File: src/rtl/nn_io_pkg.sv
// Shared defaults and loader FSM state type for the MNIST input/output RAM.
package nn_io_pkg;

    localparam int ADDR_W_DEF      = 10;
    localparam int DATA_W_DEF      = 16;
    localparam int FRAME_LEN_MNIST = 784;

    typedef enum logic [1:0] {
        IDLE = 2'd0,
        LOAD = 2'd1,
        DONE = 2'd2
    } io_state_e;

endpackage

File: src/rtl/ram_io_loader.sv
// Stream-to-RAM frame loader; passes the inference read address through while idle.
// Define IO_LOADER_CHECKSUM_EN to build the running checksum of accepted words.
module ram_io_loader
    import nn_io_pkg::*;
#(
    parameter int ADDR_W    = ADDR_W_DEF,
    parameter int DATA_W    = DATA_W_DEF,
    parameter int BASE_ADDR = 0,
    parameter int FRAME_LEN = FRAME_LEN_MNIST
) (
    input  logic              Clk,
    input  logic              Reset,
    input  logic              Start,
    input  logic [DATA_W-1:0] In_Data,
    input  logic              In_Valid,
    output logic              In_Ready,
    input  logic [ADDR_W-1:0] Ext_Address,
    output logic [ADDR_W-1:0] Ram_Address,
    output logic [DATA_W-1:0] Ram_Data,
    output logic              Ram_Wren,
    output logic              Busy,
    output logic              Done,
    output logic [ADDR_W:0]   Word_Count,
    output logic [DATA_W-1:0] Checksum
);

    localparam logic [ADDR_W-1:0] BASE     = ADDR_W'(BASE_ADDR);
    localparam logic [ADDR_W:0]   LAST_IDX = (ADDR_W+1)'(FRAME_LEN - 1);

    generate
        if (FRAME_LEN == 0 || BASE_ADDR + FRAME_LEN > (1 << ADDR_W)) begin : g_bad_cfg
            $error("ram_io_loader: frame does not fit in the RAM address space");
        end
    endgenerate

    io_state_e         state_q, state_d;
    logic [ADDR_W:0]   count_q, count_d;
    logic              wr_pend_q, wr_pend_d;
    logic [ADDR_W-1:0] wr_addr_q, wr_addr_d;
    logic [DATA_W-1:0] wr_data_q, wr_data_d;

    always_ff @(posedge Clk or posedge Reset) begin
        if (Reset) begin
            state_q   <= IDLE;
            count_q   <= '0;
            wr_pend_q <= 1'b0;
            wr_addr_q <= '0;
            wr_data_q <= '0;
        end else begin
            state_q   <= state_d;
            count_q   <= count_d;
            wr_pend_q <= wr_pend_d;
            wr_addr_q <= wr_addr_d;
            wr_data_q <= wr_data_d;
        end
    end

    always_comb begin
        state_d   = state_q;
        count_d   = count_q;
        wr_pend_d = 1'b0;
        wr_addr_d = wr_addr_q;
        wr_data_d = wr_data_q;
        In_Ready  = 1'b0;
        Done      = 1'b0;
        case (state_q)
            IDLE: begin
                if (Start) begin
                    state_d = LOAD;
                    count_d = '0;
                end
            end
            LOAD: begin
                In_Ready = 1'b1;
                if (In_Valid) begin
                    // Word is written one cycle later at its pre-increment index.
                    wr_pend_d = 1'b1;
                    wr_addr_d = BASE + count_q[ADDR_W-1:0];
                    wr_data_d = In_Data;
                    count_d   = count_q + (ADDR_W+1)'(1);
                    if (count_q == LAST_IDX) begin
                        state_d = DONE;
                    end
                end
            end
            DONE: begin
                Done    = 1'b1;
                state_d = IDLE;
            end
            default: state_d = IDLE;
        endcase
    end

    // The shared RAM port belongs to the inference datapath unless a write is in flight.
    assign Ram_Wren    = wr_pend_q;
    assign Ram_Address = wr_pend_q ? wr_addr_q : Ext_Address;
    assign Ram_Data    = wr_pend_q ? wr_data_q : '0;
    assign Busy        = (state_q != IDLE);
    assign Word_Count  = count_q;

`ifdef IO_LOADER_CHECKSUM_EN
    logic              accept;
    logic [DATA_W-1:0] sum_q, sum_d;

    assign accept = (state_q == LOAD) && In_Valid;

    always_comb begin
        sum_d = sum_q;
        if (state_q == IDLE && Start) begin
            sum_d = '0;
        end else if (accept) begin
            sum_d = sum_q + In_Data;
        end
    end

    always_ff @(posedge Clk or posedge Reset) begin
        if (Reset) begin
            sum_q <= '0;
        end else begin
            sum_q <= sum_d;
        end
    end

    assign Checksum = sum_q;
`else
    assign Checksum = '0;
`endif

endmodule

File: config.mk
export PLATFORM = sky130hd
export DESIGN_NAME = ram_io_loader
export DESIGN_NICKNAME = d
export VERILOG_FILES = /design/src/rtl/nn_io_pkg.sv /design/src/rtl/ram_io_loader.sv
export SDC_FILE = /design/constraint.sdc
export NUM_CORES = 1
export LEC_CHECK = 0
export CAP_MARGIN = 20
export CORE_MARGIN = 3
export CORE_UTILIZATION = 42
export DETAILED_ROUTE_END_ITERATION = 6
export PLACE_DENSITY = 0.91
export SYNTH_ARGS = -nofsm -noshare
export SYNTH_HDL_FRONTEND = slang
export SYNTH_SLANG_ARGS = --single-unit
File: constraint.sdc
create_clock -name Clk -period 1.7 [get_ports Clk]
set_clock_uncertainty 0.05 [all_clocks]
set_input_delay 0.255 -clock Clk [delete_from_list [all_inputs] [get_ports Clk]]
set_output_delay 0.255 -clock Clk [all_outputs]
set_load 0.03 [all_outputs]
==> metrics, run 1 <==
status completed; Comb pwr share 32.3%; fmax 0.610 GHz; worst-case hold slack 249 ps; worst vdd ir 0.630 mV; Critical Path AT 1330 ps; worst-path maximum fanout 2; clock group share of total power 22.9%; Port Buffers 70; P_int 1.78 mW; placed insts 357; Final Cycle Share 96.4%; register clock-pin slew on the reported worst setup and hold paths 70 ps; CP Capture Type primary output; Synth Flop Type dfrtp_1; antenna-violating nets left 0; Synth area leaders dfrtp_1, nand2_1, buf_4; die height 75.6 microns; Row Count 24; register area share after synthesis 49.2%; crit start category flip-flop; worst path bufs/invs 1; Ys Warns 0; PwrDens 961 nW/um^2; worst path cell trace clkdlybuf4s50_1; FF-to-FF path depth 4; GPL Wtd Cong 0.915; share of the synthesized area in the top cell type 49.2%; root buf cell clkbuf_8; Synth area leader dfrtp_1; family with the most delay on the worst path buffers and inverters; Die X 75.6 microns; placeable core area 4500 sq um; Final Util 64.0%; total die area 5720 sq um; initial antenna violation count 0; Post-Route WL 4.76 mm; Overflow after GRT 0; Bufs on Longest Clock Path 2; number of max-cap violations 0; WS Path Type reg -> out; fin. max-slew vios 0; Initial Util 45.2%; layout cell share with drive strength beyond 1 21.3%; min Tclk post-route 1640 ps; Gate Count Post-Synth 229; setup TNS 0 ps; RR Endpoint Word_Count[6]; Boundary Pins 87; Yosys reg bits 40; TritonCTS clock tree yes; global-route wire length before repair 7.16 mm; DRC 0; FF-to-FF setup slack 100 ps; number of buffers created by CTS 5; Reg power frac 44.9%; number of flops mapped to enable cells by yosys 0; Leak 1.51 nW; Global Route Usage Sum 16.2%; HPWL Detailed 3.54 mm; Area Overhead vs Synth 41.5%; Worst path slowest cell clkdlybuf4s50_1; RSZ-0062 raised after global routing false; vias in the first global route 1656; Syn Area/Cell 8.89 sq um; largest net degree at the start of global routing 41; Final Hold Fails 0; non-filler instance count after layout 366; Reg-to-Reg Start Word_Count[1]; DR WL/cell 13.0 microns; Distinct cells, synth 30; Nets 344; Design Power 2.77 mW; Hold WC Path Type in -> async; Syn Std Cell Area 2040 sq um; worst-skew pair later-pin latency 280 ps; Via Count 1796; fraction of registers with async set/reset 100%; diode count 0; final setup fails 0; sinks on the clock net 40; Sw Ratio 35.6%; violation count after the first detailed-route iteration 79; Crit path largest cell delay 690 ps; drt via density 4.91; first-pass detailed-route iteration total 4; worst endpoint required time 1390 ps; Switching Power 0.987 mW; H-tree depth 2
registers in the layout (all words and copies together) (netlist names):
name	flops
state_q	2
wr_addr_q	10
wr_data_q	16
Ram_Wren	1
Word_Count	11
Yosys cell counts, types with 2 or more instances:
library cell,number
nand2_1,84
dfrtp_1,40
and2_1,16
buf_4,16
mux2_2,10
clkbuf_1,7
a21oi_1,5
inv_1,5
o21ai_0,5
nand3_1,4
nand4b_1,4
nor4_1,4
or4_1,4
mux2i_1,3
nand2b_1,3
o31ai_1,3
buf_2,2
nor2_1,2
final cells by class:
cell class / instances / area [sq um]
Clock buffer: 8 / 90.1
Tap cell: 52 / 65.1
Sequential cell: 40 / 1000
Fill cell: 382 / 1620
Multi-Input combinational cell: 174 / 916
Inverter: 5 / 18.8
Timing Repair Buffer: 87 / 790
placed cells by master (no fill, tap or decap), types with 2 or more instances in the layout:
cell type | Yosys | layout
dlygate4sd2_1 | 0 | 7
mux2_2 | 10 | 10
nand2b_1 | 3 | 3
nor2_1 | 2 | 2
or4_1 | 4 | 4
buf_12 | 0 | 2
mux2i_1 | 3 | 3
nand4b_1 | 4 | 4
buf_4 | 16 | 42
nand2_1 | 84 | 84
and2_1 | 16 | 16
o21ai_0 | 5 | 5
clkdlybuf4s50_1 | 0 | 31
dlymetal6s2s_1 | 0 | 3
clkbuf_1 | 7 | 2
nand3_1 | 4 | 4
clkbuf_8 | 0 | 6
o31ai_1 | 3 | 3
nor4_1 | 4 | 4
conb_1 | 1 | 16
inv_1 | 5 | 4
a21oi_1 | 5 | 5
dfrtp_1 | 40 | 39
logic make-up after synthesis:
logic type,share of synthesized area (%)
DFF,49.2
xor gates and xnor gates,0.430
buffers and inverters,8.61
other,0.184
AOI/OAI and AO/OA,3.56
and+or+nand+nor,30.4
muxes,7.01
adders and majority gates,0.615
routing by layer:
metal,global-route usage [%],routed length [microns],vias to the layer above
li1,-,-,878
met1,19.1,2010,845
met2,28.9,2400,66
met3,5.01,310,7
met4,3.50,40,0
met5,0,0,-
power by group through the flow:
stage | registers, mW | clock network (mW) | logic [mW]
6_report | 1.24 | 0.633 | 0.893
5_1_grt | 1.27 | 0.692 | 0.961
4_1_cts | 1.24 | 0.647 | 0.899
3_5_place_dp | 1.26 | 0 | 0.936
3_3_place_gp | 1.25 | 0 | 0.914
2_1_floorplan | 1.33 | 0 | 0.477
worst min-delay path: stages:
cell and delay (ps):
clkdlybuf4s50_1 400, clkinv_1 70, buf_12 220
repair_timing:
| item | 4_1_cts | 5_1_grt |
|---|---|---|
| resized for setup | 9 | 6 |
| hold endpoints to repair | 0 | 0 |
| hold buffers | 0 | 0 |
| setup buffers | 0 | 1 |
| endpoints found under the setup margin | 9 | 11 |
| cloned | 0 | 0 |
through the flow:
stage          area (sq um)  setup WS, ps
2_1_floorplan          2090          38.0
3_5_place_dp           2780          -122
6_report               2880          61.6
4_1_cts                2860          9.50
3_3_place_gp           2780         -60.8
5_1_grt                2880          3.38
how the worst max path moves through the flow:
stage	from	slack, ps	cells past startpoint	end
after global routing	Word_Count[1]	3	4	Word_Count[6]
after CTS	Word_Count[6]	10	1	Word_Count[6]
after detailed placement	In_Valid	-120	7	wr_addr_q[5]
after global placement	In_Valid	-60	4	Word_Count[7]
final	Word_Count[9]	60	1	Word_Count[9]
after floorplan	Ram_Wren	40	3	Ram_Address[5]
(Power assumes the default switching activity.)
==> inputs of run 2 (changes only) <==
CORE_UTILIZATION = 30   (was 42)
PLACE_DENSITY = 0.72   (was 0.91)
==> run 2 against run 1 <==
Net effect: cell count is 6.3% higher; core utilization is 19 points lower; flip-flop and latch count stayed put; global-route usage is 3.0 points lower; setup slack worse by 6.1 ps; critical path depth stayed put; critical path type unchanged; clock power hardly changed; total power hardly changed; maximum frequency is 0.37% lower.
==> metrics, run 2 (synthesis gave the netlist of run 1 again) <==
status completed; WS Path Type reg -> out; final setup fails 0 (unchanged); sinks on the clock net 40 (unchanged); worst path bufs/invs 1 (unchanged); placeable core area 6460 sq um (+43%); worst-case hold slack 237 ps (-11.7 ps); hold_buf cts 0 (unchanged); Switching Power 1.03 mW (+4.8%); Reg power frac 44.7% (-0.2 points); worst vdd ir 0.349 mV (-45%); layout cell share with drive strength beyond 1 22.1% (+0.78 points); TritonCTS clock tree yes; setup TNS 0 ps (unchanged); clock group share of total power 22.9% (about the same); Via Count 1765 (-1.7%); Post-Route WL 5.05 mm (+6.2%); number of max-cap violations 0 (unchanged); Final Util 45.2% (-19 points); Bufs on Longest Clock Path 2 (unchanged); Sw Ratio 37.3% (+1.7 points); commonest cells after routing, fill and taps aside nand2_1, dfrtp_1, buf_4; Leak 1.52 nW (+0.47%); die height 88.4 microns (+17%); fmax 0.608 GHz (-0.37%); GPL Wtd Cong 0.755 (-18%); Final Hold Fails 0 (unchanged); crit start category flip-flop; family with the most delay on the worst path buffers and inverters; Largest register FFs 16 (unchanged); worst-skew pair later-pin latency 300 ps (+20 ps); Nets 342 (-0.58%); Boundary Pins 87 (unchanged); P_int 1.74 mW (-2.6%); global-route wire length before repair 8.04 mm (+12%); Critical Path AT 1340 ps (about the same); count of filler cells inserted in the layout 655 (+71%); DR WL/cell 13.0 microns (about the same); Overflow after GRT 0 (unchanged); worst-path maximum fanout 2 (unchanged); Crit path largest cell delay 680 ps (about the same); Die X 88.4 microns (+17%); most common library cell in the layout ignoring fill and taps nand2_1; register clock-pin slew on the reported worst setup and hold paths 80 ps (about the same); diode count 0 (unchanged); Global Route Usage Sum 13.2% (-3.0 points); root buf cell clkbuf_8; Reg-to-Reg Start Word_Count[1]; Worst path slowest cell clkdlybuf4s50_1; Worst Setup SP Word_Count[8]; RSZ-0062 raised after global routing false; Area Overhead vs Synth 43.3%; vias in the first global route 1649 (-0.42%); Initial Util 31.5% (-14 points); initial antenna violation count 0 (unchanged); worst path cell trace clkdlybuf4s50_1; Crit. path cell count 1 (unchanged); Final Cycle Share 96.7% (+0.36 points); worst endpoint required time 1390 ps (about the same); first-pass detailed-route iteration total 4 (unchanged); PwrDens 950 nW/um^2 (-1.2%); Comb pwr share 32.4% (about the same); min Tclk post-route 1640 ps (+6.09 ps); DRC 0 (unchanged); number of buffers created by CTS 5 (unchanged); Row Count 29 (+21%); HPWL Detailed 3.57 mm (+0.78%); drt via density 4.54 (-7.5%); fin. max-slew vios 0 (unchanged); FF-to-FF path depth 4 (unchanged); H-tree depth 2 (unchanged); antenna-violating nets left 0 (unchanged); Port Buffers 70 (unchanged); Hold WC Path Type in -> async; Reg with most FFs wr_data_q; total die area 7810 sq um (+37%); largest net degree at the start of global routing 41 (unchanged); violation count after the first detailed-route iteration 79 (unchanged); CP Capture Type primary output
-- run 2: area by class of cell --
type                            instances  area, sq um  area share, %
Clock inverter                          3         18.8          0.644
Clock buffer                            5         68.8           2.36
Tap cell                               77         96.3           3.30
Inverter                                5         18.8          0.644
Sequential cell                        40         1000           34.4
Multi-Input combinational cell        174          921           31.6
Timing Repair Buffer                   85          791           27.1
-- run 2: through the flow --
stage	power, mW	setup slack, ps	std cells	area [sq um]
3_3_place_gp	2.17	-96.4	379	2800
5_1_grt	2.95	13.4	389	2920
4_1_cts	2.78	1.39	387	2880
3_5_place_dp	2.19	-149	379	2800
6_report	2.77	55.6	389	2920
2_1_floorplan	1.80	38.0	244	2090
-- run 2: final timing paths --
check / to / slack, ps
setup / recovery: Word_Count[8] / 60
hold / removal: wr_data_q[6] / 240
setup reg to reg: Word_Count[6] / 150
hold reg to reg: wr_data_q[13] / 420
max in group asynchronous: Ram_Wren / 1140
min in group Clk: wr_data_q[13] / 420
-- run 2: power groups by stage --
stage | sequential [mW] | combinational, mW | clock, mW
4_1_cts | 1.23 | 0.897 | 0.653
3_3_place_gp | 1.25 | 0.919 | 0
2_1_floorplan | 1.33 | 0.477 | 0
6_report | 1.24 | 0.898 | 0.633
3_5_place_dp | 1.25 | 0.935 | 0
5_1_grt | 1.26 | 0.986 | 0.699
-- run 2: per-layer routing --
layer / vias up / part of all wire, % / track usage, %
li1: 875 / - / -
met1: 823 / 45 / 18.0
met2: 62 / 47 / 20.7
met3: 5 / 7.4 / 3.72
met4: 0 / 0.93 / 3.30
met5: - / 0 / 0
-- run 2: repair_timing --
| action | CTS | global route |
|---|---|---|
| setup buffers | 0 | 1 |
| gates cloned | 0 | 1 |
| setup endpoints to repair | 9 | 15 |
| gates resized for setup | 10 | 6 |
==> inputs of run 3 (changes only) <==
CORE_ASPECT_RATIO = 1.75   (was unset)
CTS_CLUSTER_DIAMETER = 30   (was unset)
==> run 3 against run 2 <==
Net effect: clock-buffer cell count up 1; maximum frequency up 0.83%; critical path depth up 2; setup slack better by 14 ps; critical path type unchanged; largest cell class unchanged; highest routed layer unchanged.
==> metrics, run 3 (synthesis gave the netlist of run 1 again) <==
DRC 0 (unchanged); Final Hold Fails 0 (unchanged); Nets 341 (-0.29%); CP Capture Type primary output; worst-skew pair later-pin latency 270 ps (-30 ps); area of the multi-input gates 921 sq um (unchanged); antenna-violating nets left 0 (unchanged); Global Route Usage Sum 13.1% (-0.091 points); worst vdd ir 0.506 mV (+45%); commonest cells after routing, fill and taps aside nand2_1, buf_4, dfrtp_1; setup TNS 0 ps (unchanged); PwrDens 1070 nW/um^2 (+13%); global-route wire length before repair 7.85 mm (-2.4%); number of buffers created by CTS 5 (unchanged); Worst path slowest cell dfrtp_2; Reg area 1000 sq um (+0.25%); Overflow after GRT 0 (unchanged); DP Area 2780 sq um (-0.49%); Hold WC Path Type in -> async; H-tree depth 2 (unchanged); violation count after the first detailed-route iteration 91 (+15%); vias in the first global route 1723 (+4.5%); pre-CTS setup slack -143 ps (+5.93 ps); setup ws final 69.1 ps (+13.5 ps); Via Count 1797 (+1.8%); fmax 0.613 GHz (+0.83%); WS Path Type reg -> out; placeable core area 6540 sq um (+1.2%); Largest register FFs 16 (unchanged); worst-path maximum fanout 14 (+12); DR WL/cell 12.9 microns (-0.88%); Post-Route WL 5.06 mm (+0.14%); Leak 1.49 nW (-1.9%); root buf cell clkbuf_16; Reg with most FFs wr_data_q; total die area 7850 sq um (+0.50%); min Tclk post-route 1630 ps (-13.5 ps); Crit path largest cell delay 380 ps (-300 ps); largest net degree at the start of global routing 41 (unchanged); first-pass detailed-route iteration total 4 (unchanged); Boundary Pins 87 (unchanged); Port Buffers 70 (unchanged); crit start category flip-flop; most common library cell in the layout ignoring fill and taps nand2_1; final setup fails 0 (unchanged); number of max-cap violations 0 (unchanged); final instance area 2970 sq um (+1.9%); Final Cycle Share 95.9% (-0.80 points); worst path bufs/invs 2 (+1); Row Count 39 (+34%); GPL Wtd Cong 0.864 (+14%); non-filler instance count after layout 393 (+1.0%); count of filler cells inserted in the layout 651 (-0.61%); worst endpoint required time 1390 ps (about the same); placed insts 383 (+1.1%); Die X 68.3 microns (-23%); Area Overhead vs Synth 46.0%; TritonCTS clock tree yes; family with the most delay on the worst path flip-flops; fin. max-slew vios 0 (unchanged); worst-case hold slack 264 ps (+27.1 ps); diode count 0 (unchanged); initial antenna violation count 0 (unchanged); Design Power 3.19 mW (+15%); die height 115 microns (+30%); RSZ-0062 raised after global routing false; layout cell share with drive strength beyond 1 22.5% (+0.39 points); drt via density 4.57 (+0.78%); Final Util 45.5% (+0.31 points); Critical Path AT 1330 ps (about the same); status completed; Initial Util 31.1% (-0.39 points); sinks on the clock net 40 (unchanged); HPWL Detailed 3.64 mm (+1.8%); hold_buf cts 0 (unchanged); Bufs on Longest Clock Path 2 (unchanged); worst path cell trace buf_12 -> mux2_2 -> buf_4; register clock-pin slew on the reported worst setup and hold paths 60 ps (-20 ps)
run 3: changes by cell type in the layout (fill, tap and decap cells not counted), moves of 2 or more:
cell / delta
clkbuf_8: -5
dfrtp_2: +2
clkbuf_16: +5
dlymetal6s2s_1: -3
dfrtp_1: -2
clkdlybuf4s50_1: +2
run 3: worst paths after layout:
check                              startpoint        endpoint  slack [ps]  cells after the start
worst max-delay path                 Ram_Wren  Ram_Address[0]          70                      3
worst min-delay path                    Reset    wr_data_q[1]         260                      3
worst max register to register  Word_Count[5]      state_q[0]         170                      3
worst min register to register   wr_data_q[6]    wr_data_q[6]         410                      2
max in group asynchronous               Reset   Word_Count[0]        1110                      3
min in group Clk                 wr_data_q[6]    wr_data_q[6]         410                      2
run 3: timing repair:
action,CTS,global route
cloned,0,1
setup buffers,0,1
endpoints found under the setup margin,10,5
resized for setup,10,6
run 3: cell type report:
| class | instances | share of cell area (%) |
|---|---|---|
| Clock buffer | 6 | 4.34 |
| Clock inverter | 2 | 1.18 |
| Inverter | 5 | 0.631 |
| Multi-Input combinational cell | 174 | 31.0 |
| Sequential cell | 40 | 33.8 |
| Tap cell | 82 | 3.45 |
| Timing Repair Buffer | 84 | 25.6 |
run 3: report_power, final:
group	switching (mW)	total, mW	leakage [nW]	internal (mW)
Combinational	0.543	0.896	0.903	0.353
Clock	0.351	1.04	0.0808	0.690
Sequential	0.155	1.25	0.504	1.10
run 3: worst reg2reg max path, cell delays in order, from the launching register on:
cell and delay (ps):
dfrtp_1 470, or4_1 590, nor3_1 180, o21ai_0 110
run 3: layer usage:
metal,vias up,global-route usage [%],share of wire [%]
li1,874,-,-
met1,851,15.4,40
met2,63,22.2,51
met3,9,3.03,7.2
met4,0,5.44,1.7
met5,-,0,0
==> patch 1: new RTL, settings of run 2 <==
Compare `count_q` against `LAST_IDX` with >= in place of ==.
--- a/src/rtl/ram_io_loader.sv
+++ b/src/rtl/ram_io_loader.sv
@@ -78,7 +78,7 @@
                     wr_addr_d = BASE + count_q[ADDR_W-1:0];
                     wr_data_d = In_Data;
                     count_d   = count_q + (ADDR_W+1)'(1);
-                    if (count_q == LAST_IDX) begin
+                    if (count_q >= LAST_IDX) begin
                         state_d = DONE;
                     end
                 end
Function: no difference found for any inputs over 10 cycles, from zero or initial values and one cycle with Reset high; that may be too few to reach the edited logic, so the function may still have changed.
==> patch 1 against run 2 <==
  * Sequential cell count did not move
  * Worst setup slack worse by 0.016 ns
  * Non-clock buffer count grew 7
  * Wire length increased by 5.4%
  * Design area grew 6.6%
  * Synthesized cell count is 3.9% higher
  * Critical path type unchanged
  * Synthesized area grew 3.0%
  * Maximum frequency shrank 0.95%
Power is not compared: it rests on default switching activity, and its combinational part moved more than twofold at a synthesized area within 25%.
==> patch 1: results (changes against run 2) <==
INFO  metric status = finished, final reports clean
INFO  metric num-fill-cells = 611 (-6.7%)
INFO  metric synthCells = 238 (+3.9%)
INFO  metric wl = 5.33 mm (+5.4%)
INFO  metric nNetsFinal = 355 (+3.8%)
INFO  metric multi_input_combinational_cell_area = 965 sq um (+4.8%)
INFO  metric post_synth_main_area_contributors = sky130_fd_sc_hd__dfrtp_1, sky130_fd_sc_hd__nand2_1, sky130_fd_sc_hd__buf_4
INFO  metric grt_first_pass_wirelength = 8.41 mm (+4.6%)
INFO  metric global_route.usage.total = 13.6% (+0.46 points)
INFO  metric groute.layer.met3.usage = 4.47% (+0.75 points)
INFO  metric post_layout_nonfiller_instances = 418 (+7.5%)
INFO  metric grt_start_max_net_pins = 31 (-24%)
INFO  metric number_of_global_route_vias_before_repair = 1779 (+7.9%)
INFO  metric static-leakage-power = 1.58 nW
INFO  metric critPathArrivalTime = 1.36 ns (+0.02 ns)
INFO  metric dr.first_iter.drc_count = 71 (-10%)
INFO  metric timing.reg2reg.setup_slack = 0.07 ns (-0.08 ns)
INFO  metric final_hpwl_dp = 3.88 mm (+8.5%)
INFO  metric post_cts.repair.setup_buffers = 1 (+1)
INFO  metric wirelength_met1 = 2.41 mm (+6.0%)
INFO  metric registers.top_by_ff_count = wr_data_q
INFO  metric synth_cell_type_count = 34 (+13%)
INFO  metric gp_congestion = 0.826 (+9.4%)
INFO  metric final_layout_size_suffix_gt1_share = 23.4% (+1.3 points)
INFO  metric regToRegEndpoint = Word_Count[5]
INFO  metric diodes = 0 (unchanged)
INFO  metric post_dp_cell_area = 2920 sq um (+4.5%)
INFO  metric grt_util_met2 = 21.4% (+0.74 points)
INFO  metric timing.rr.start = state_q[0]
INFO  metric dp.cells = 406 (+7.1%)
INFO  metric drt-vias-per-instance = 4.36 (-3.8%)
[patch 1: cell families after synthesis]
family	count (synthesis)	synth area share (%)
xor+xnor	1	0.418
mux	15	7.76
fa+ha+maj	1	0.597
buf+inv	32	9.07
flops	40	47.7
compound gates	14	4.53
simple gates	134	29.7
other cells	1	0.179
[patch 1: worst max-delay path, cell delays in order, from the launching register on]
cell	delay, ns
sky130_fd_sc_hd__dfrtp_2	0.45
sky130_fd_sc_hd__buf_4	0.16
sky130_fd_sc_hd__clkbuf_16	0.14
sky130_fd_sc_hd__and2_1	0.15
sky130_fd_sc_hd__buf_4	0.16
[patch 1: stage by stage]
stage          setup WS (ns)  hold slack [ns]  setup TNS (ns)  power [mW]
2_1_floorplan        0.00720            0.310               0        3.58
3_3_place_gp         -0.0459            0.399         -0.0849        4.87
3_5_place_dp          -0.132            0.405          -0.408        4.91
4_1_cts               0.0116            0.170               0        5.64
5_1_grt             -0.00774            0.173         -0.0213        6.17
6_report              0.0397            0.170               0        5.70
[patch 1: final cells by class]
type                       count  area share [%]
sequential                    40            32.3
multi-input combinational    181            31.0
inverter                       4           0.483
clock inverter                 2            1.13
clock buffer                   6            2.33
timing repair buffer          92            29.0
tap                           93            3.74
[patch 1: power by group]
group	internal [mW]	leakage (nW)	switching, mW
clock network	0.436	0.0552	0.321
registers	1.37	0.505	0.332
logic	1.41	1.02	1.84
total	3.21	1.58	2.49
[patch 1: worst max-delay path by stage]
stage                                 to     startpoint  cells after the start
after floorplan               state_q[0]  Word_Count[5]                      4
after global placement     Word_Count[5]       In_Valid                      4
after detailed placement   Word_Count[5]       In_Valid                      4
after CTS                 Ram_Address[4]       Ram_Wren                      3
after global routing       Word_Count[5]     state_q[0]                      4
final                       Ram_Data[13]       Ram_Wren                      4
==> patch 2: new RTL, flow settings as in run 2 <==
Without the edit above. `DATA_W_DEF`: 16 -> 12.
--- a/src/rtl/nn_io_pkg.sv
+++ b/src/rtl/nn_io_pkg.sv
@@ -2,7 +2,7 @@
 package nn_io_pkg;
 
     localparam int ADDR_W_DEF      = 10;
-    localparam int DATA_W_DEF      = 16;
+    localparam int DATA_W_DEF      = 12;
     localparam int FRAME_LEN_MNIST = 784;
 
     typedef enum logic [1:0] {
Interface: changed (resized Checksum, In_Data and Ram_Data); port bits go from 87 to 75. No check against the original RTL was run, so the function may have changed too.
==> patch 2 against run 2 <==
  * First-iteration DRC count shrank 5.1%
  * Power shrank 3.8%
  * Synthesized area shrank 8.5%
  * Sequential cell count shrank 4
  * Wire length shrank 15%
  * Worst setup slack gained 0.012 ns
  * Critical path depth is the same
  * Design area shrank 8.8%
  * Largest cell class unchanged
  * Largest power group unchanged
==> patch 2: results (changes against run 2) <==
INFO  metric tritoncts.num_buffers = 5 (unchanged)
INFO  metric drt-vias-per-instance = 4.45 (-1.9%)
INFO  metric cts_max_path_buffers = 2 (unchanged)
INFO  metric registers.top_by_ff_count = wr_data_q
INFO  metric critPathArrivalTime = 1.33 ns
INFO  metric gp_congestion = 0.843 (+12%)
INFO  metric antenna_found_initial = 0 (unchanged)
INFO  metric ys_async_sr_fraction = 100% (unchanged)
INFO  metric largest_driver_fanout_on_the_critical_path = 2 (unchanged)
INFO  metric static-leakage-power = 1.35 nW (-11%)
INFO  metric critical_path.startpoint = Word_Count[9]
INFO  metric wl = 4.27 mm (-15%)
INFO  metric min-delay-path-class = primary input to async pin
INFO  metric final_layout_size_suffix_gt1_share = 22.7% (+0.58 points)
INFO  metric clock_tree.htree_level_count = 2 (unchanged)
INFO  metric clkSlewWorstSetupHoldPaths = 0.07 ns
INFO  metric num-fill-cells = 591 (-9.8%)
INFO  metric postSynth.topFlopCell = sky130_fd_sc_hd__dfrtp_1
INFO  metric grt_first_pass_wirelength = 7.00 mm (-13%)
INFO  metric post_synth_main_area_contributors = sky130_fd_sc_hd__dfrtp_1, sky130_fd_sc_hd__nand2_1, sky130_fd_sc_hd__mux2_2
INFO  metric post_cts.repair.setup_buffers = 0 (unchanged)
INFO  metric synth.yosys.warnings = 0 (unchanged)
INFO  metric synth_seq_area_share = 48.4% (-0.78 points)
INFO  metric grt_start_max_net_pins = 37 (-9.8%)
INFO  metric nNetsFinal = 309 (-9.6%)
INFO  metric vdd_drop_max = 0.456 mV (+31%)
INFO  metric slowest_delay = 0.68 ns (about the same)
INFO  metric synth_top_cells_by_count = sky130_fd_sc_hd__nand2_1, sky130_fd_sc_hd__dfrtp_1, sky130_fd_sc_hd__and2_1, sky130_fd_sc_hd__buf_4, sky130_fd_sc_hd__mux2_2
INFO  metric cpLargestDelayFamily = buffers and inverters
INFO  metric firstDrtPassIters = 4 (unchanged)
INFO  metric status = finished, final reports clean
INFO  metric clock_tree_root = sky130_fd_sc_hd__clkbuf_8
INFO  metric number_of_global_route_vias_before_repair = 1491 (-9.6%)
INFO  metric final_hpwl_dp = 3.24 mm (-9.4%)
INFO  metric buffers_added_on_ports = 62 (-11%)
INFO  metric worst_path_max_delay_cell = sky130_fd_sc_hd__clkdlybuf4s50_1
INFO  metric clock_latency = 0.27 ns (-0.03 ns)
INFO  metric dr.first_iter.drc_count = 75 (-5.1%)
INFO  metric synth_cell_type_count = 34 (+13%)
INFO  metric largest_reg_flops = 12 (-4)
INFO  metric diodes = 0 (unchanged)
INFO  metric global_route.usage.total = 11.9% (-1.2 points)
INFO  metric timing.rr.start = Word_Count[4]
==> patch 2: cell types whose count changed in the layout (fill, tap and decap cells not counted), sizes merged, moves of 3 or more <==
cell	run 2	this run
dfrtp	40	36
and2	16	12
conb	16	12
nand2	84	74
clkdlybuf4s50	30	27
clkinv	4	0
==> patch 2: layer usage <==
metal	track usage, %	routed length (microns)	vias up
li1	-	-	811
met1	15.0	1860	732
met2	20.6	2200	46
met3	3.04	212	0
met4	2.59	0	0
met5	0	0	-
==> patch 2: cells by family after synthesis <==
group                      count (synthesis)  share of synthesized area [%]
adders and majority gates                  1                          0.672
DFF                                       36                           48.4
muxes                                     13                           7.66
AOI/OAI and AO/OA                         14                           4.84
buffers and inverters                     25                           7.86
other                                      1                          0.201
xor gates and xnor gates                   1                          0.471
and+or+nand+nor                          114                           29.9
==> patch 2: repair_timing <==
action                                  CTS  global route
endpoints found under the setup margin   10             5
hold buffers                              0             0
pin swaps                                 0             0
gates resized for setup                  10             4
==> patch 2: cell type report <==
type	count	share of cell area, %
repair buffers	80	26.2
well taps	75	3.53
multi-input cells	155	32.2
clock buffers	7	3.62
inverters	4	0.564
flip-flops and latches	36	33.9
==> patch 2: final timing paths <==
kind	depth (start not counted)	slack (ns)	to
worst max-delay path	1	0.07	Word_Count[9]
worst min-delay path	3	0.27	wr_data_q[4]
worst max register to register	3	0.16	state_q[0]
worst min register to register	2	0.42	wr_data_q[2]
max in group asynchronous	3	1.14	wr_addr_q[1]
min in group Clk	2	0.42	wr_data_q[2]
==> patch 2: metrics by stage <==
stage	hold slack [ns]	instances	util, %	area, sq um	setup WS [ns]
6_report	0.275	357	44.7	2660	0.0674
5_1_grt	0.323	357	44.7	2660	0.00206
4_1_cts	0.284	357	44.6	2660	0.0136
3_5_place_dp	0.406	350	43.2	2570	-0.0811
3_3_place_gp	0.401	350	43.2	2570	-0.0280
2_1_floorplan	0.310	216	-	1900	0.0497
==> patch 2: power breakdown <==
group,internal [mW],switching (mW)
combinational,0.366,0.530
sequential,0.992,0.141
clock,0.361,0.275
total,1.72,0.946
